**src/rtl/alu_div_sequencer.sv**
```systemverilog
// -----------------------------------------------------------------------------
// alu_div_sequencer
//
// Multicycle signed restoring divider for the ALU divide path. Operands are
// taken through a valid/ready handshake, converted to magnitudes, divided one
// quotient bit per clock, then sign-corrected. Quotient, remainder and the
// divide-by-zero / overflow flags are presented together behind out_valid and
// held until the consumer takes them with out_ready.
//
// Ports:
//   clock       - system clock, rising edge
//   clear_n     - asynchronous active-low reset
//   flush       - synchronous abort, returns to IDLE and drops any op in flight
//   in_valid    - operands valid
//   in_ready    - block can accept an op (IDLE and out of reset)
//   dividend    - two's-complement dividend
//   divisor     - two's-complement divisor
//   out_valid   - results valid
//   out_ready   - consumer takes results
//   quotient    - signed quotient, truncated toward zero
//   remainder   - signed remainder, sign follows the dividend
//   div_by_zero - divisor was zero
//   overflow    - most-negative dividend divided by -1
// -----------------------------------------------------------------------------
module alu_div_sequencer #(
    parameter int WIDTH = 32
) (
    input  logic             clock,
    input  logic             clear_n,
    input  logic             flush,
    input  logic             in_valid,
    output logic             in_ready,
    input  logic [WIDTH-1:0] dividend,
    input  logic [WIDTH-1:0] divisor,
    output logic             out_valid,
    input  logic             out_ready,
    output logic [WIDTH-1:0] quotient,
    output logic [WIDTH-1:0] remainder,
    output logic             div_by_zero,
    output logic             overflow
);

    typedef enum logic [1:0] {
        ST_IDLE = 2'd0,
        ST_CALC = 2'd1,
        ST_FIX  = 2'd2,
        ST_DONE = 2'd3
    } state_t;

    localparam logic [WIDTH-1:0] ZERO     = {WIDTH{1'b0}};
    localparam logic [WIDTH-1:0] ONES     = {WIDTH{1'b1}};
    localparam logic [WIDTH-1:0] ONE      = {{(WIDTH-1){1'b0}}, 1'b1};
    localparam logic [WIDTH-1:0] MOST_NEG = {1'b1, {(WIDTH-1){1'b0}}};
    localparam logic [5:0]       ITER     = 6'(WIDTH);

    // Two's-complement negation.
    function automatic logic [WIDTH-1:0] negate(input logic [WIDTH-1:0] v);
        return (~v) + ONE;
    endfunction

    // Magnitude of a two's-complement value; the most-negative value maps to
    // 2^(WIDTH-1), which is still correct when read as unsigned.
    function automatic logic [WIDTH-1:0] magnitude(input logic [WIDTH-1:0] v);
        logic [WIDTH-1:0] m;
        if (v[WIDTH-1]) begin
            m = negate(v);
        end else begin
            m = v;
        end
        return m;
    endfunction

    state_t           state_q,       state_d;
    logic [WIDTH-1:0] rem_q,         rem_d;
    logic [WIDTH-1:0] quo_q,         quo_d;
    logic [WIDTH-1:0] dvs_q,         dvs_d;
    logic [5:0]       cnt_q,         cnt_d;
    logic             sign_a_q,      sign_a_d;
    logic             sign_quo_q,    sign_quo_d;
    logic             ovf_pend_q,    ovf_pend_d;
    logic [WIDTH-1:0] quotient_q,    quotient_d;
    logic [WIDTH-1:0] remainder_q,   remainder_d;
    logic             dbz_q,         dbz_d;
    logic             ovf_q,         ovf_d;
    logic             out_valid_q,   out_valid_d;

    logic             in_ready_s;
    logic             accept_s;
    logic             dvs_zero_s;
    logic [WIDTH:0]   rem_sh_s;
    logic [WIDTH:0]   trial_s;

    // State register.
    always_ff @(posedge clock or negedge clear_n) begin
        if (!clear_n) begin
            state_q <= ST_IDLE;
        end else begin
            state_q <= state_d;
        end
    end

    // Next-state logic; flush overrides every transition.
    always_comb begin
        state_d = state_q;
        if (flush) begin
            state_d = ST_IDLE;
        end else begin
            case (state_q)
                ST_IDLE: begin
                    if (accept_s) begin
                        state_d = dvs_zero_s ? ST_DONE : ST_CALC;
                    end else begin
                        state_d = ST_IDLE;
                    end
                end
                ST_CALC: begin
                    if (cnt_q == 6'd1) begin
                        state_d = ST_FIX;
                    end else begin
                        state_d = ST_CALC;
                    end
                end
                ST_FIX: begin
                    state_d = ST_DONE;
                end
                ST_DONE: begin
                    if (out_ready) begin
                        state_d = ST_IDLE;
                    end else begin
                        state_d = ST_DONE;
                    end
                end
                default: begin
                    state_d = ST_IDLE;
                end
            endcase
        end
    end

    // FSM outputs: ready only in IDLE and never while reset is held.
    always_comb begin
        in_ready_s = clear_n & (state_q == ST_IDLE);
        accept_s   = in_valid & in_ready_s & ~flush;
        dvs_zero_s = (divisor == ZERO);
    end

    // Datapath next values: operand capture, restoring step, sign fix-up.
    always_comb begin
        rem_d       = rem_q;
        quo_d       = quo_q;
        dvs_d       = dvs_q;
        cnt_d       = cnt_q;
        sign_a_d    = sign_a_q;
        sign_quo_d  = sign_quo_q;
        ovf_pend_d  = ovf_pend_q;
        quotient_d  = quotient_q;
        remainder_d = remainder_q;
        dbz_d       = dbz_q;
        ovf_d       = ovf_q;
        out_valid_d = out_valid_q;

        // {rem, quo} shifted left by one; the top bit keeps the trial honest.
        rem_sh_s = {rem_q, quo_q[WIDTH-1]};
        trial_s  = rem_sh_s - {1'b0, dvs_q};

        if (flush) begin
            // Abort: drop the handshake, leave presented data as it was.
            out_valid_d = 1'b0;
        end else begin
            case (state_q)
                ST_IDLE: begin
                    if (accept_s) begin
                        sign_a_d   = dividend[WIDTH-1];
                        sign_quo_d = dividend[WIDTH-1] ^ divisor[WIDTH-1];
                        dvs_d      = magnitude(divisor);
                        quo_d      = magnitude(dividend);
                        rem_d      = ZERO;
                        cnt_d      = ITER;
                        ovf_pend_d = (dividend == MOST_NEG) && (divisor == ONES);
                        dbz_d      = 1'b0;
                        ovf_d      = 1'b0;
                        if (dvs_zero_s) begin
                            quotient_d  = ONES;
                            remainder_d = dividend;
                            dbz_d       = 1'b1;
                            out_valid_d = 1'b1;
                        end else begin
                            out_valid_d = 1'b0;
                        end
                    end else begin
                        out_valid_d = 1'b0;
                    end
                end
                ST_CALC: begin
                    // Negative trial (top bit set) means the divisor did not fit.
                    quo_d = {quo_q[WIDTH-2:0], ~trial_s[WIDTH]};
                    if (trial_s[WIDTH]) begin
                        rem_d = rem_sh_s[WIDTH-1:0];
                    end else begin
                        rem_d = trial_s[WIDTH-1:0];
                    end
                    cnt_d = cnt_q - 6'd1;
                end
                ST_FIX: begin
                    // MOST_NEG / -1 falls out naturally as the wrapped 2^(WIDTH-1).
                    quotient_d  = sign_quo_q ? negate(quo_q) : quo_q;
                    remainder_d = sign_a_q   ? negate(rem_q) : rem_q;
                    ovf_d       = ovf_pend_q;
                    out_valid_d = 1'b1;
                end
                ST_DONE: begin
                    if (out_ready) begin
                        out_valid_d = 1'b0;
                    end else begin
                        out_valid_d = 1'b1;
                    end
                end
                default: begin
                    out_valid_d = 1'b0;
                end
            endcase
        end
    end

    // Datapath and output registers.
    always_ff @(posedge clock or negedge clear_n) begin
        if (!clear_n) begin
            rem_q       <= ZERO;
            quo_q       <= ZERO;
            dvs_q       <= ZERO;
            cnt_q       <= 6'd0;
            sign_a_q    <= 1'b0;
            sign_quo_q  <= 1'b0;
            ovf_pend_q  <= 1'b0;
            quotient_q  <= ZERO;
            remainder_q <= ZERO;
            dbz_q       <= 1'b0;
            ovf_q       <= 1'b0;
            out_valid_q <= 1'b0;
        end else begin
            rem_q       <= rem_d;
            quo_q       <= quo_d;
            dvs_q       <= dvs_d;
            cnt_q       <= cnt_d;
            sign_a_q    <= sign_a_d;
            sign_quo_q  <= sign_quo_d;
            ovf_pend_q  <= ovf_pend_d;
            quotient_q  <= quotient_d;
            remainder_q <= remainder_d;
            dbz_q       <= dbz_d;
            ovf_q       <= ovf_d;
            out_valid_q <= out_valid_d;
        end
    end

    assign in_ready    = in_ready_s;
    assign out_valid   = out_valid_q;
    assign quotient    = quotient_q;
    assign remainder   = remainder_q;
    assign div_by_zero = dbz_q;
    assign overflow    = ovf_q;

endmodule

```
**config.mk**
```make
export PLATFORM = sky130hd
export DESIGN_NAME = alu_div_sequencer
export DESIGN_NICKNAME = d
export VERILOG_FILES = /design/src/rtl/alu_div_sequencer.sv
export SDC_FILE = /design/constraint.sdc
export NUM_CORES = 1
export LEC_CHECK = 0
export ABC_AREA = 1
export CORE_MARGIN = 3
export CORE_UTILIZATION = 45
export DETAILED_ROUTE_END_ITERATION = 8
export MAX_ROUTING_LAYER = met4
export PLACE_DENSITY = 0.66
export RECOVER_POWER = 50
export SLEW_MARGIN = 15
export SYNTH_ARGS = -nofsm -noshare
export SYNTH_HDL_FRONTEND = slang
export SYNTH_SLANG_ARGS = --single-unit
```
**constraint.sdc**
```tcl
create_clock -name clock -period 5.91 [get_ports clock]
set_input_delay 1.182 -clock clock [delete_from_list [all_inputs] [get_ports clock]]
set_output_delay 1.182 -clock clock [all_outputs]
set_load 0.03 [all_outputs]
```
[Yosys cells after proc, flatten, opt, wreduce, memory -nomap -nowiden]
Index checks and enable logic that the tools add are counted.
Operators by class
  add/sub/neg operators: 6
  eq/ne operators: 8
  bitwise logic cells: 10
  reductions and logical operators: 10
  muxes and demuxes: 30
Operators by type and width (count)
  32-bit 2-to-1 mux: 11
  32-bit one-hot mux with 2 select lines: 4
  32-bit by 1-bit adder with 32-bit output (second input constant): 4
  32-bit inverter: 4
  32-bit == test (second input constant): 2
  33-bit by 32-bit subtractor with 33-bit output: 1
  32-bit zero test: 1
  6-bit one-hot mux with 2 select lines: 1
  2-bit 2-to-1 mux: 5
  3-bit AND reduction: 3
  2-bit one-hot mux with 4 select lines: 1
  6-bit by 1-bit == test with 1-bit output (second input constant): 1
  6-bit 2-to-1 mux: 1
  6-bit by 1-bit subtractor with 6-bit output (second input constant): 1
  1-bit 2-to-1 mux: 5
  2-bit == test (second input constant): 2
  2-bit != test (second input constant): 2
  4-bit AND reduction: 1
  2-bit nonzero test: 2
  4-bit nonzero test: 1
  1-bit bitwise AND: 3
  1-bit one-hot mux with 3 select lines: 1
  2-bit by 1-bit == test with 1-bit output (second input constant): 1
  2-bit zero test: 1
  4 further kinds: 5
Word-level totals
  input bits: 69
  output and inout bits: 68
  register bits: 174

[Longest topological paths before layout]
  depth in word-level cells: 7
  mapped depth: 18

[Worst setup path before layout]
Ideal clock, no wire load.
  kind: input port to output port
  from: input port clear_n
  to: output port in_ready
  arrival: 1458 ps
  cell stages on the path: 2
  path buffers: 0
  slack: 3270 ps
  cell sequence: inv_1 nor2_4
Between the ends
  longest elaborated chain between the ends: 1
RTL lines
  start: declaration: line 29  | input logic clear_n,
  1-bit bitwise AND: line 142  | in_ready_s = clear_n & (state_q == ST_IDLE);
  end: declaration: line 32  | output logic in_ready,
Every way passes these cells.

[Final worst setup path]
  from: input port clear_n
  to: register cnt_q[3]
Between the ends
  longest elaborated chain between the ends: 5
RTL lines
  1-bit bitwise AND: line 142
  1-bit bitwise AND (2 in series): line 143  | accept_s = in_valid & in_ready_s & ~flush;
  2-bit != test (no source line)
  3-bit AND reduction (no source line)
  end signal: assignment: line 244  | cnt_q <= cnt_d;
  end: declaration: line 77  | logic [5:0] cnt_q, cnt_d;
Every way passes these cells.
A chain may end at the register's enable or synchronous reset.

==> results.tsv <==
stage	metric	value	unit
logic_synthesis	synth_fp_nets	2236	
logic_synthesis	ys_async_sr_fraction	100	%
pwr	ir_worst_vdd	0.220	mV
logic_synthesis	synth_edf_count	0	
timing	post-route-period-util	65.9	%
finish	fin_util	53.9	%
clocking	htree_levels	4	
pwr	switching_share	53.9	%
route	drt_iter0_drc	1506	
floorplan	row_count	62	
grt	overflow	0	
logic_synthesis	syn_inst	2127	
route	firstDrtPassIters	7	
clocking	cts_buffer_depth	2	
floorplan	initial_core_util	46.2	%
run_status	run_status	finished, final reports clean	
pwr	power_frac_clock	12.4	%
logic_synthesis	synth_seq_cells	174	
timing	min_period	3.89	ns
logic_synthesis	synth_top_flop_cell	dfrtp_1	
logic_synthesis	synth_area_per_cell	6.30	um2
timing	layout_setup_ws	2.02	ns
timing	rsz0062_at_grt	no	
worst_setup_path	crit_chain	buf_6 > inv_1 > nor2_1 > nand3_4 > o21ai_0 > nand2_2 > buf_4 > nor3_1 > nand2_1 > xor2_1 > nor2_1	
finish	nNetsFinal	2338	
logic_synthesis	ys_seq_area_share	32.5	%
pwr	p_int	4.25	mW
worst_setup_path	timing.critical_path.buf_inv	3	
grt	grt_pass1_vias	13500	
pwr	combinationalPowerShare	64.0	%
worst_setup_path	critical-path-max-stage-delay	0.49	ns
pwr	total_power	9.22	mW
placed_design	dp_hpwl	36100	um
timing	tns	0	ns
placed_design	gp_congestion	0.978	
worst_setup_path	path_class	in2reg	
worst_setup_path	crit_top_cell	nor2_1	
route	routed_wl	45500	um
grt	grt_pass1_wl	72600	um
clocking	path_clk_slew	0.08	ns
clocking	worstSkewPairLatency	0.45	ns
timing	hold_viol	0	
finish	num_antenna_cells	0	
route	ant_nets	0	
finish	area_delta_synth_final	16.7	%
floorplan	die_h	179	um
placed_design	post-place-ws	1.80	ns
finish	final_layout_size_suffix_gt1_share	3.21	%
timing	drv_slew	0	
grt	antenna_found_initial	0	
logic_synthesis	synth_cell_types	44	
pwr	p_leak	8.00	nW
worst_setup_path	cp-end-kind	flop	
pwr	powerDensity	590	nW/um2
worst_setup_path	crit_fanout	45	
pwr	p_switching	4.97	mW
worst_setup_path	crit_arrival	4.19	ns
worst_setup_path	critPathSlowestCell	nand2_2	
clocking	post_cts_buffers	0	
timing	finalSetupViolations	0	
timing	skew	0.0140	ns
clocking	numCtsBuffers	17	
clocking	clock_sinks	174	
logic_synthesis	netlist_area	13400	um2
timing	slew_headroom	30.0	%
clocking	cts-root-buf	clkbuf_16	
worst_setup_path	critPathTopFamily	simple AND/OR/NAND/NOR gates	
placed_design	io_buffers	136	
pwr	power_frac_seq	23.6	%
timing	max_freq	0.257	GHz
route	wl_per_cell	17.3	um
worst_setup_path	setup.worst_path.start_class	primary input	
floorplan	die-area	31900	um2
route	via_count	14200	
route	via_per_inst	5.40	
route	drc	0	
min_path	min-delay-path-class	reg2reg	
flow_run	drv_cap	0	
floorplan	core	29000	um2
clocking	hold_buffers	0	
clocking	ctsResizeCount	0	
timing	worst_pin_slew	1.05	ns
grt	track_usage	29.9	%
logic_synthesis	yosys_warnings	0	
worst_setup_path	worstPathRequired	6.20	ns
floorplan	ios	137	
clocking	cts_tree	yes	
floorplan	die_width	179	um
grt	grt_max_degree	69	
per-layer routing:
metal	track usage (%)	up-vias	share of wire, %
li1	-	7032	-
met3	3.58	82	6.3
met4	9.29	0	3.2
met2	48.1	516	46
met5	-	-	0
met1	39.5	6562	44
registers in the layout (all words and copies together), names as in the netlist:
register and flops:
rem_q 32, overflow 1, div_by_zero 1, quo_q 32, quotient 32, sign_a_q 1
sign_quo_q 1, out_valid 1, ovf_pend_q 1, cnt_q 6, remainder 32, state_q 2
dvs_q 32
kinds of logic after synthesis:
family	synth area share [%]
xor+xnor	3.53
fa+ha+maj	3.79
buf+inv	10.2
flops	32.5
simple gates	37.0
compound gates	13.0
worst paths after layout:
path                                      startpoint                         to  slack (ns)  cells after the start
max                                          clear_n       cnt_q[3]$_DFFE_PN0P_        2.02                     11
min                        remainder[25]$_DFFE_PN0P_  remainder[25]$_DFFE_PN0P_        0.48                      2
max reg2reg                     state_q[0]$_DFF_PN0_       cnt_q[3]$_DFFE_PN0P_        2.24                     11
min reg2reg                remainder[25]$_DFFE_PN0P_  remainder[25]$_DFFE_PN0P_        0.48                      2
max in group asynchronous                    clear_n   quotient[27]$_DFFE_PN0P_        4.00                      2
min in group asynchronous                    clear_n  remainder[23]$_DFFE_PN0P_        0.66                      1
worst min-delay path: cells and delay by family (launching register included):
family | cells | cell delay (ns)
flops | 1 | 0.34
simple gates | 2 | 0.10
cell type report:
| class | instances | area (um2) |
|---|---|---|
| clock inverter | 14 | 168 |
| clock buffer | 18 | 429 |
| fill | 2963 | 13400 |
| inverter | 284 | 1070 |
| sequential | 174 | 4350 |
| tap | 384 | 480 |
| multi-input combinational | 1602 | 7660 |
| timing repair buffer | 150 | 1470 |
placed cells by master (no fill, tap or decap), drive strengths merged, types with 14 or more instances in the layout:
cell             n
o21ai          141
dlygate4sd3     24
nand2          673
nand3          186
nand4           27
nor3            25
o211ai          19
clkdlybuf4s50  111
nand3b          16
xnor2           14
dfrtp          174
inv            292
xor2            40
ha              39
a31oi           25
a21oi          115
nor2           238
buf             15
clkbuf          18
synth_stat cells (all sizes together) (8+ instances only):
master | count | area share (%)
nand2 | 673 | 19
a21oi | 115 | 4.3
o211ai | 19 | 1.1
nor2 | 238 | 6.8
ha | 39 | 3.6
nor3 | 25 | 0.97
xor2 | 40 | 2.6
dfrtp | 174 | 33
inv | 283 | 7.9
nand3 | 186 | 7.0
nor4 | 8 | 0.37
o21ai | 141 | 5.3
clkbuf | 44 | 1.2
xnor2 | 14 | 0.92
a31oi | 25 | 1.2
nand4 | 27 | 1.3
o22ai | 8 | 0.37
buf | 23 | 1.0
or2 | 8 | 0.37
nand3b | 16 | 0.90
through the flow:
stage,instances,instance area [um2],hold WS [ns]
finish,2626,15600,0.476
global route,2626,15600,0.507
CTS,2626,15600,0.484
detailed placement,2594,15000,0.466
global placement,2594,15000,0.466
floorplan,2127,13400,0.449
power groups by stage:
stage          combinational [mW]  sequential [mW]  clock [mW]
2_1_floorplan                3.84             2.44           0
3_3_place_gp                 5.79             2.18           0
3_5_place_dp                 5.87             2.19           0
4_1_cts                      5.89             2.17        1.15
5_1_grt                      6.66             2.23        1.21
6_report                     5.90             2.18        1.14
Power figures use the tool's default switching activity.
